<file path="src/rtl/tm_input_conditioner.sv">
// tm_input_conditioner: front end that conditions the board buttons and switches
// for the Turing machine core.
//
// Ports:
//   clock, reset   system clock, synchronous active-high reset
//   btn_next_raw   raw asynchronous Next button
//   btn_done_raw   raw asynchronous Done button
//   sw_data_raw    raw asynchronous data switches (DW bits)
//   next_out       conditioned Next level, drives the core's Next
//   done_out       conditioned Done level, drives the core's Done
//   data_out       word captured when a Next press is accepted
//   word_count     number of words accepted while loading
//   overflow       sticky, set when a Next press was rejected because the buffer was full
//   running        high once Done has been accepted
module tm_input_conditioner #(
    parameter int DW              = 4,
    parameter int MAX_WORDS       = 64,
    parameter int DEBOUNCE_CYCLES = 16
) (
    input  logic                           clock,
    input  logic                           reset,
    input  logic                           btn_next_raw,
    input  logic                           btn_done_raw,
    input  logic [DW-1:0]                  sw_data_raw,
    output logic                           next_out,
    output logic                           done_out,
    output logic [DW-1:0]                  data_out,
    output logic [$clog2(MAX_WORDS+1)-1:0] word_count,
    output logic                           overflow,
    output logic                           running
);

    localparam int CW  = $clog2(DEBOUNCE_CYCLES);
    localparam int WCW = $clog2(MAX_WORDS + 1);

    typedef enum logic {LOAD, RUN} state_t;

    // Index 0 is Next, index 1 is Done.
    logic [1:0]    btn_s1, btn_s2, deb, tog;
    logic [CW-1:0] cnt [2];
    logic [DW-1:0] sw_s1, sw_s2;

    state_t         state, state_n;
    logic           next_acc, next_acc_n;
    logic           next_out_n, done_out_n;
    logic [DW-1:0]  data_n;
    logic [WCW-1:0] count_n;
    logic           ovf_n;
    logic           next_rise, next_fall, done_rise;

    // A toggle fires on the last cycle of a full stable mismatch window.
    always_comb begin
        for (int i = 0; i < 2; i++) begin
            tog[i] = (btn_s2[i] != deb[i]) &&
                     (cnt[i] == CW'(DEBOUNCE_CYCLES - 1));
        end
    end

    assign next_rise = tog[0] & ~deb[0];
    assign next_fall = tog[0] &  deb[0];
    assign done_rise = tog[1] & ~deb[1];
    assign running   = (state == RUN);

    always_ff @(posedge clock) begin
        if (reset) begin
            btn_s1     <= '0;
            btn_s2     <= '0;
            sw_s1      <= '0;
            sw_s2      <= '0;
            deb        <= '0;
            cnt[0]     <= '0;
            cnt[1]     <= '0;
            state      <= LOAD;
            next_acc   <= 1'b0;
            next_out   <= 1'b0;
            done_out   <= 1'b0;
            data_out   <= '0;
            word_count <= '0;
            overflow   <= 1'b0;
        end else begin
            btn_s1 <= {btn_done_raw, btn_next_raw};
            btn_s2 <= btn_s1;
            sw_s1  <= sw_data_raw;
            sw_s2  <= sw_s1;
            for (int i = 0; i < 2; i++) begin
                if (btn_s2[i] == deb[i]) begin
                    cnt[i] <= '0;
                end else if (tog[i]) begin
                    deb[i] <= ~deb[i];
                    cnt[i] <= '0;
                end else begin
                    cnt[i] <= cnt[i] + CW'(1);
                end
            end
            state      <= state_n;
            next_acc   <= next_acc_n;
            next_out   <= next_out_n;
            done_out   <= done_out_n;
            data_out   <= data_n;
            word_count <= count_n;
            overflow   <= ovf_n;
        end
    end

    // next_acc marks a press accepted on the debounce edge; next_out
    // follows it one cycle later so data_out is stable before it rises.
    always_comb begin
        state_n    = state;
        next_acc_n = next_acc;
        next_out_n = deb[0];
        done_out_n = deb[1];
        data_n     = data_out;
        count_n    = word_count;
        ovf_n      = overflow;
        unique case (state)
            LOAD: begin
                next_out_n = next_acc;
                done_out_n = 1'b0;
                if (next_fall) begin
                    next_acc_n = 1'b0;
                end
                if (next_rise) begin
                    if (word_count < WCW'(MAX_WORDS)) begin
                        next_acc_n = 1'b1;
                        data_n     = sw_s2;
                        count_n    = word_count + WCW'(1);
                    end else begin
                        ovf_n = 1'b1;
                    end
                end else if (done_rise && (word_count != '0) &&
                             !next_out && !next_acc) begin
                    state_n = RUN;
                end
            end
            RUN: begin
            end
        endcase
    end

endmodule

</file>
<file path="config.mk">
export PLATFORM = sky130hd
export DESIGN_NAME = tm_input_conditioner
export DESIGN_NICKNAME = d
export VERILOG_FILES = /design/src/rtl/tm_input_conditioner.sv
export SDC_FILE = /design/constraint.sdc
export NUM_CORES = 1
export LEC_CHECK = 0
export BUFFER_PORTS_ARGS = -buffer_cell sky130_fd_sc_hd__buf_2
export CORE_UTILIZATION = 45
export CTS_BUF_LIST = sky130_fd_sc_hd__clkbuf_8
export CTS_CLUSTER_DIAMETER = 30
export CTS_CLUSTER_SIZE = 8
export DETAILED_ROUTE_END_ITERATION = 16
export GPL_TIMING_DRIVEN = 0
export PLACE_DENSITY_LB_ADDON = 0.2
export SETUP_SLACK_MARGIN = 0.4
export SKIP_CTS_REPAIR_TIMING = 1
export SLEW_MARGIN = 20
export SYNTH_ARGS = -nofsm -noshare
export SYNTH_HDL_FRONTEND = slang
export SYNTH_SLANG_ARGS = --single-unit
</file>
<file path="constraint.sdc">
create_clock -name clock -period 4.8 [get_ports clock]
set_clock_uncertainty 0.05 [all_clocks]
set_input_delay 0.24 -clock clock [delete_from_list [all_inputs] [get_ports clock]]
set_output_delay 0.24 -clock clock [all_outputs]
set_load 0.01 [all_outputs]
</file>
==> impl_metrics.json, run 1 <==
{
  "viasPerCell": 5.03,
  "outcome": "finished, final reports clean",
  "antenna_found_initial": 0,
  "dpl.hpwl_mm": 1.95,
  "wl_per_cell_um": 11.9,
  "final_common_cell": "dfxtp_1",
  "clock_latency_ns": 0.28,
  "path_max_fanout": 10,
  "grt_max_degree": 12,
  "drt-total-wl_mm": 2.73,
  "combPwrFrac": 0.038,
  "ff2ff_path_depth": 5,
  "hold-path-cell-count": 2,
  "gp_congestion": 0.737,
  "finalCriticalPeriod_ns": 1.86,
  "ys_types": 34,
  "drt-pass1-iter-count": 4,
  "vias": 1156,
  "path_class": "reg2reg",
  "postLayoutCoreUtil": 0.577,
  "numPortBuffers": 22,
  "relSlewSlack": 0.591,
  "hold_path.class": "in2reg",
  "irDropWorstVdd_mv": 0.231,
  "finalWorstSetupSlack_ns": 2.94,
  "cts_buffers": 5,
  "antenna_cells": 0,
  "grt_pass1_vias": 1066,
  "fin_crit_sh": 0.388,
  "worstSetupStartpointType": "flip-flop",
  "nets": 197,
  "grt_pass1_wl_mm": 4.60,
  "globalRouteOverflowTotal": 0,
  "synth_largest_area_cell": "dfxtp_1",
  "power_frac_clock": 0.377,
  "dieArea_um2": 3650,
  "cts.path.max_buffers": 2,
  "drt_iter0_markers": 24,
  "core_um2": 3150,
  "cp.arrival_ns": 1.99,
  "cts_htree_levels": 2,
  "start_util": 0.487,
  "worstSetupEndpointType": "flip-flop",
  "die-width_um": 60.4,
  "max_slew.worst_pin.slew_ns": 0.611,
  "worstPathRequired_ns": 4.93,
  "cts_tree": "done",
  "crit_slowest_cell": "clkbuf_1",
  "root_buffer": "clkbuf_8",
  "fmax_ghz": 0.537,
  "cts.clk_slew.worst_paths_ns": 0.07,
  "rows": 20,
  "ys_ff_latch": 38,
  "p_switching_mw": 0.121,
  "synth_area_leaders": "dfxtp_1 39%, edfxtp_1 16%, nor2b_1 5.7%, nand3_1 4.9%, xor2_1 3.4%",
  "syn2layout_area_growth_pct": 18.4,
  "rsz0062_at_grt": "false",
  "cts_sinks": 38,
  "syn_inst": 149,
  "grt_use_total": 0.174,
  "slew_viol_final": 0,
  "cp_slowest_stage_delay_ns": 0.40,
  "detail-route-antenna-nets": 0,
  "p_int_mw": 0.456,
  "ios": 23,
  "finalSetupViolCount": 0,
  "ys_warn_count": 0,
  "final_cell_mix": "30 x dfxtp_1, 22 x buf_2, 15 x nand3_1",
  "synth_top_area_share": 0.391,
  "path_cells": "ha_1 > and4b_1 > clkbuf_1 > nand3_1 > mux2_2",
  "place_worst_setup_slack_ns": 2.95,
  "seqPwrFrac": 0.585,
  "seq_area_frac_synth": 0.548,
  "power.density_nw_per_um2": 318,
  "hold_viol_final": 0,
  "leakagePower_nw": 0.783,
  "max-cap-violations": 0,
  "drive_gt1_frac": 0.188,
  "fillers": 295,
  "fin_setup_tns_ns": 0,
  "swShare": 0.210,
  "syn_area_um2": 1540,
  "die_y_um": 60.4,
  "drc": 0,
  "avgSynthCellArea_um2": 10.3
}
-- synth_stat cells --
master	instances
nand2_1	3
dfxtp_1	30
conb_1	1
ha_1	4
nor4_1	2
mux2i_1	3
nor3_1	1
nand4_1	1
nand3b_1	1
nor3b_2	1
clkbuf_1	4
buf_6	2
and4_1	1
inv_1	7
and4b_1	1
nand3_1	15
o21ai_0	6
nor2_1	12
o21a_1	1
nor2b_1	14
buf_1	1
edfxtp_1	8
mux2_2	2
a41oi_1	1
and3_1	3
o41ai_1	1
xor2_1	6
a21oi_1	9
o31ai_1	2
or3b_1	1
nand4b_1	1
a32o_1	1
or4_1	2
or4b_2	1
-- path summary, 6_finish.rpt --
kind / startpoint / end / slack, ns
min reg2reg: btn_s1[1] / btn_s2[1] / 0.39
max: cnt[0][0] / word_count[2] / 2.94
max reg2reg: cnt[0][0] / word_count[2] / 2.94
min: sw_data_raw[3] / sw_s1[3] / 0.11
-- per-stage QoR --
step                      power [mW]  hold WS, ns  std cells  instance area [µm²]
after floorplan                0.359        0.318        156                 1560
after global placement         0.366        0.371        222                 1730
after detailed placement       0.368        0.382        222                 1730
after CTS                      0.585        0.108        230                 1820
after global routing           0.598        0.114        230                 1820
final                          0.578        0.111        230                 1820
-- sequential cells by signal, indices dropped and copies added, names as in the netlist, 2 cells and up --
register,cells
sw_s2,4
btn_s1,2
cnt,8
sw_s1,4
deb,2
btn_s2,2
word_count,7
data_out,4
-- cell type report --
cell class / count / area, µm² / share of cell area
tap: 44 / 55.1 / 0.0303
clock buffer: 6 / 82.6 / 0.0454
buffer: 7 / 41.3 / 0.0227
inverter: 7 / 26.3 / 0.0145
clock inverter: 2 / 8.76 / 0.00482
timing repair buffer: 22 / 110 / 0.0606
multi-input combinational: 104 / 653 / 0.359
sequential: 38 / 841 / 0.462
-- critical path, delay by kind of cell, from the launching register on --
family	cells	cell delay, ns
fa+ha+maj	1	0.23
mux	1	0.29
simple gates	2	0.39
flops	1	0.38
buf+inv	1	0.40
-- power groups by stage --
stage                     clock [mW]  combinational [mW]  sequential (mW)
after floorplan                    0              0.0155            0.344
after global placement             0              0.0216            0.345
after detailed placement           0              0.0223            0.345
after CTS                      0.224              0.0225            0.338
after global routing           0.234              0.0254            0.339
final                          0.218              0.0221            0.338
-- kinds of logic after synthesis --
family | Yosys count | share of synthesized area
muxes | 5 | 0.0342
DFF | 38 | 0.548
xor gates and xnor gates | 6 | 0.0342
and+or+nand+nor | 60 | 0.223
AOI/OAI and AO/OA | 21 | 0.0815
adders and majority gates | 4 | 0.0326
other | 1 | 0.00244
buffers and inverters | 14 | 0.0440
-- layer usage --
layer	global-route usage	wire length, µm
met1	0.210	1210
met4	0.0877	59
met2	0.289	1320
met3	0.0426	148
met5	0	0
Note: power is estimated with default switching activity, not from simulation.
==> run 2, diff against run 1 <==
- clock period: 4.8 -> 1.82 ns (I/O delays scaled with it)
==> run 2 against run 1 <==
The run now ends with negative hold slack left. Critical path depth is the same. Via count grew 3.8%. Worst setup slack lost 2.8 ns. Clock power grew 140%. Worst hold slack lost 0.15 ns. Register-to-register slack lost 2.8 ns. Sequential share of layout area shrank 3.9 points. Power grew to 2.6 times the previous value. Combinational power grew to 3.5 times the previous value. Final area grew 9.5%. Flip-flop and latch count is the same. Critical endpoint is now word_count[4].
==> impl_metrics.json, run 2 (synthesized netlist as in run 1, its figures left out) <==
{
  "outcome": "finished, violations left",
  "violations": "negative hold slack",
  "worstPathRequired_ns": 1.99,
  "vias": 1200,
  "relSlewSlack": 0.661,
  "grt_use_total": 0.178,
  "syn2layout_area_growth_pct": 29.7,
  "antenna_cells": 0,
  "rsz0062_at_grt": "true",
  "r2r_slack_ns": 0.17,
  "core_um2": 3150,
  "cts_tree": "done",
  "cts_htree_levels": 2,
  "hold_slack_ns": -0.0360,
  "die_y_um": 60.4,
  "irDropWorstVdd_mv": 0.608,
  "max-cap-violations": 0,
  "max_slew.worst_pin.slew_ns": 0.509,
  "fmax_ghz": 0.604,
  "drive_gt1_frac": 0.268,
  "largest_reg_flops": 8,
  "start_util": 0.487,
  "finalSetupViolCount": 0,
  "ios": 23,
  "top_register": "cnt",
  "drt-pass1-iter-count": 4,
  "grt_pass1_vias": 1009,
  "root_buffer": "clkbuf_8",
  "nets": 209,
  "cts_buffers": 5,
  "antenna_found_initial": 0,
  "p_total_mw": 1.50,
  "fillers": 276,
  "numPortBuffers": 22,
  "leakagePower_nw": 0.854,
  "globalRouteOverflowTotal": 0,
  "hold_path.class": "in2reg",
  "clock_latency_ns": 0.29,
  "viasPerCell": 4.96,
  "finalCriticalPeriod_ns": 1.65,
  "final_cell_mix": "28 x dfxtp_1, 22 x buf_2, 14 x nor2b_1",
  "finalWorstSetupSlack_ns": 0.165,
  "worstSetupEndpointType": "flip-flop",
  "grt_pass1_wl_mm": 4.52,
  "cts.clk_slew.worst_paths_ns": 0.07,
  "cts_sinks": 38,
  "wl_per_cell_um": 12.7,
  "drc": 0,
  "drt_iter0_markers": 33,
  "drt-total-wl_mm": 3.06,
  "cp.arrival_ns": 1.83,
  "grt_max_degree": 12,
  "path_class": "reg2reg",
  "fin_setup_tns_ns": 0,
  "final_common_cell": "dfxtp_1",
  "fin_crit_sh": 0.909,
  "gp_congestion": 0.758,
  "cts.path.max_buffers": 2,
  "hold_viol_final": 1,
  "power.density_nw_per_um2": 752,
  "dpl.hpwl_mm": 1.98,
  "dieArea_um2": 3650,
  "detail-route-antenna-nets": 0,
  "rows": 20,
  "path_max_fanout": 6,
  "worstSetupStartpointType": "flip-flop",
  "place_worst_setup_slack_ns": 0.104,
  "slew_viol_final": 0,
  "top_regs": "cnt x8, word_count x7",
  "die-width_um": 60.4
}
## run 2: worst paths after layout
path,startpoint,endpoint,depth (start not counted)
setup / recovery,cnt[0][0],word_count[4],5
hold / removal,sw_data_raw[1],sw_s1[1],2
setup reg to reg,cnt[0][0],word_count[4],5
hold reg to reg,sw_s1[3],sw_s2[3],1
## run 2: worst max-delay path, cell delays in order (launching register included)
cell	delay, ns
edfxtp_1	0.42
ha_4	0.17
nand4b_1	0.17
buf_6	0.19
or4_4	0.48
a21oi_2	0.12
## run 2: through the flow
step / utilization / cell area, µm² / std cells
detailed placement: 0.556 / 1750 / 222
CTS: 0.581 / 1830 / 230
finish: 0.631 / 1990 / 242
global route: 0.631 / 1990 / 242
global placement: 0.556 / 1750 / 222
floorplan: - / 1590 / 156
## run 2: power breakdown
part | switching, mW | internal, mW
clock network | 0.272 | 0.255
logic | 0.0381 | 0.0385
registers | 0.0131 | 0.880
total | 0.323 | 1.17
## run 2: area by class of cell
cell class | instances | area (µm²) | share of cell area
Inverter | 7 | 26.3 | 0.0132
Sequential cell | 38 | 843 | 0.424
Clock inverter | 3 | 11.3 | 0.00566
Timing Repair Buffer | 34 | 216 | 0.109
Tap cell | 44 | 55.1 | 0.0277
Multi-Input combinational cell | 104 | 709 | 0.356
Buffer | 7 | 60.1 | 0.0302
Clock buffer | 5 | 68.8 | 0.0346
## run 2: metal layers
metal / global-route usage / wire length, µm / up-vias
met5: 0 / 0 / -
met1: 0.216 / 1330 / 555
met4: 0.107 / 61 / 0
li1: - / - / 611
met2: 0.273 / 1530 / 28
met3: 0.0640 / 137 / 6
==> run 3, diff against run 2 <==
- HOLD_SLACK_MARGIN: not set -> 0.12
==> run 3 against run 2 <==
The flow now finishes without violations. Worst hold slack improved by 0.21 ns. Fmax unchanged. Non-clock buffer count up 1. Cell count up 0.41%. Sequential share of layout area shrank 0.21 points. Worst setup slack did not move. Clock power barely moved. Critical path type unchanged. Critical endpoint unchanged. Largest cell class unchanged.
==> impl_metrics.json, run 3 (synthesized netlist as in run 1, its figures left out) <==
{
  "leakagePower_nw": 0.858,
  "core_um2": 3150,
  "finalSetupViolCount": 0,
  "antenna_cells": 0,
  "dpl.hpwl_mm": 1.98,
  "outcome": "finished, final reports clean",
  "wl_per_cell_um": 12.6,
  "place_worst_setup_slack_ns": 0.104,
  "cts_tree": "done",
  "fmax_ghz": 0.604,
  "drive_gt1_frac": 0.266,
  "slew_viol_final": 0,
  "clock_latency_ns": 0.29,
  "rows": 20,
  "worstSetupEndpointType": "flip-flop",
  "finalCriticalPeriod_ns": 1.65,
  "grt_max_degree": 12,
  "grt_use_total": 0.178,
  "drt_iter0_markers": 32,
  "drt-total-wl_mm": 3.06,
  "die-width_um": 60.4,
  "syn2layout_area_growth_pct": 30.3,
  "worstSetupStartpointType": "flip-flop",
  "fin_crit_sh": 0.909,
  "antenna_found_initial": 0,
  "max-cap-violations": 0,
  "top_regs": "cnt x8, word_count x7",
  "detail-route-antenna-nets": 0,
  "largest_reg_flops": 8,
  "worstPathRequired_ns": 1.99,
  "globalRouteOverflowTotal": 0,
  "cts_buffers": 5,
  "start_util": 0.487,
  "cts.clk_slew.worst_paths_ns": 0.07,
  "power.density_nw_per_um2": 749,
  "nets": 210,
  "cts_sinks": 38,
  "path_max_fanout": 6,
  "cts.path.max_buffers": 2,
  "vias": 1204,
  "place_area_um2": 1750,
  "finalWorstSetupSlack_ns": 0.165,
  "hold_path.class": "in2reg",
  "fillers": 275,
  "cts_htree_levels": 2,
  "viasPerCell": 4.95,
  "gp_congestion": 0.758,
  "max_slew.worst_pin.slew_ns": 0.509,
  "fin_setup_tns_ns": 0,
  "ios": 23,
  "path_class": "reg2reg",
  "relSlewSlack": 0.661,
  "grt_pass1_vias": 1009,
  "final_common_cell": "dfxtp_1",
  "drc": 0,
  "cp.arrival_ns": 1.83,
  "rsz0062_at_grt": "true",
  "drt-pass1-iter-count": 4,
  "numPortBuffers": 22,
  "design_area_um2": 2000,
  "hold_viol_final": 0,
  "final_cell_mix": "28 x dfxtp_1, 22 x buf_2, 14 x nor2b_1",
  "irDropWorstVdd_mv": 0.608,
  "top_register": "cnt",
  "root_buffer": "clkbuf_8",
  "grt_pass1_wl_mm": 4.52,
  "dieArea_um2": 3650,
  "die_y_um": 60.4
}
[run 3: per-layer routing]
metal	vias up	global-route usage	routed length, µm
li1	613	-	-
met2	28	0.273	1530
met3	6	0.0640	134
met4	0	0.107	61
met5	-	0	0
met1	557	0.216	1330
[run 3: per-stage QoR]
stage	hold WS, ns	power [mW]	std cells	util
2_1_floorplan	0.169	0.949	156	-
3_3_place_gp	0.249	0.968	222	0.556
3_5_place_dp	0.255	0.971	222	0.556
4_1_cts	-0.0458	1.49	230	0.581
5_1_grt	0.181	1.56	243	0.635
6_report	0.174	1.50	243	0.635
[run 3: path summary, 6_finish.rpt]
check,start,to,slack (ns),cells past startpoint
setup / recovery,cnt[0][0],word_count[4],0.17,5
hold / removal,reset,word_count[2],0.17,3
setup reg to reg,cnt[0][0],word_count[4],0.17,5
hold reg to reg,sw_s1[3],sw_s2[3],0.40,1
[run 3: where the power goes]
part	internal, mW	leakage (nW)	switching, mW	total (mW)
logic	0.0399	0.479	0.0383	0.0782
clock network	0.255	0.0519	0.272	0.527
registers	0.880	0.328	0.0131	0.893
total	1.18	0.858	0.323	1.50
[run 3: final cells by class]
type	instances	area, µm²	share of cell area
buffer	7	60.1	0.0300
clock buffer	5	68.8	0.0344
clock inverter	3	11.3	0.00563
inverter	7	26.3	0.0131
multi-input combinational	104	709	0.355
sequential	38	843	0.422
tap	44	55.1	0.0275
timing repair buffer	35	226	0.113
[run 3: worst max-delay path, cell delays in order (launching register included)]
cell      delay (ns)
edfxtp_1        0.42
ha_4            0.17
nand4b_1        0.17
buf_6           0.19
or4_4           0.48
a21oi_2         0.12
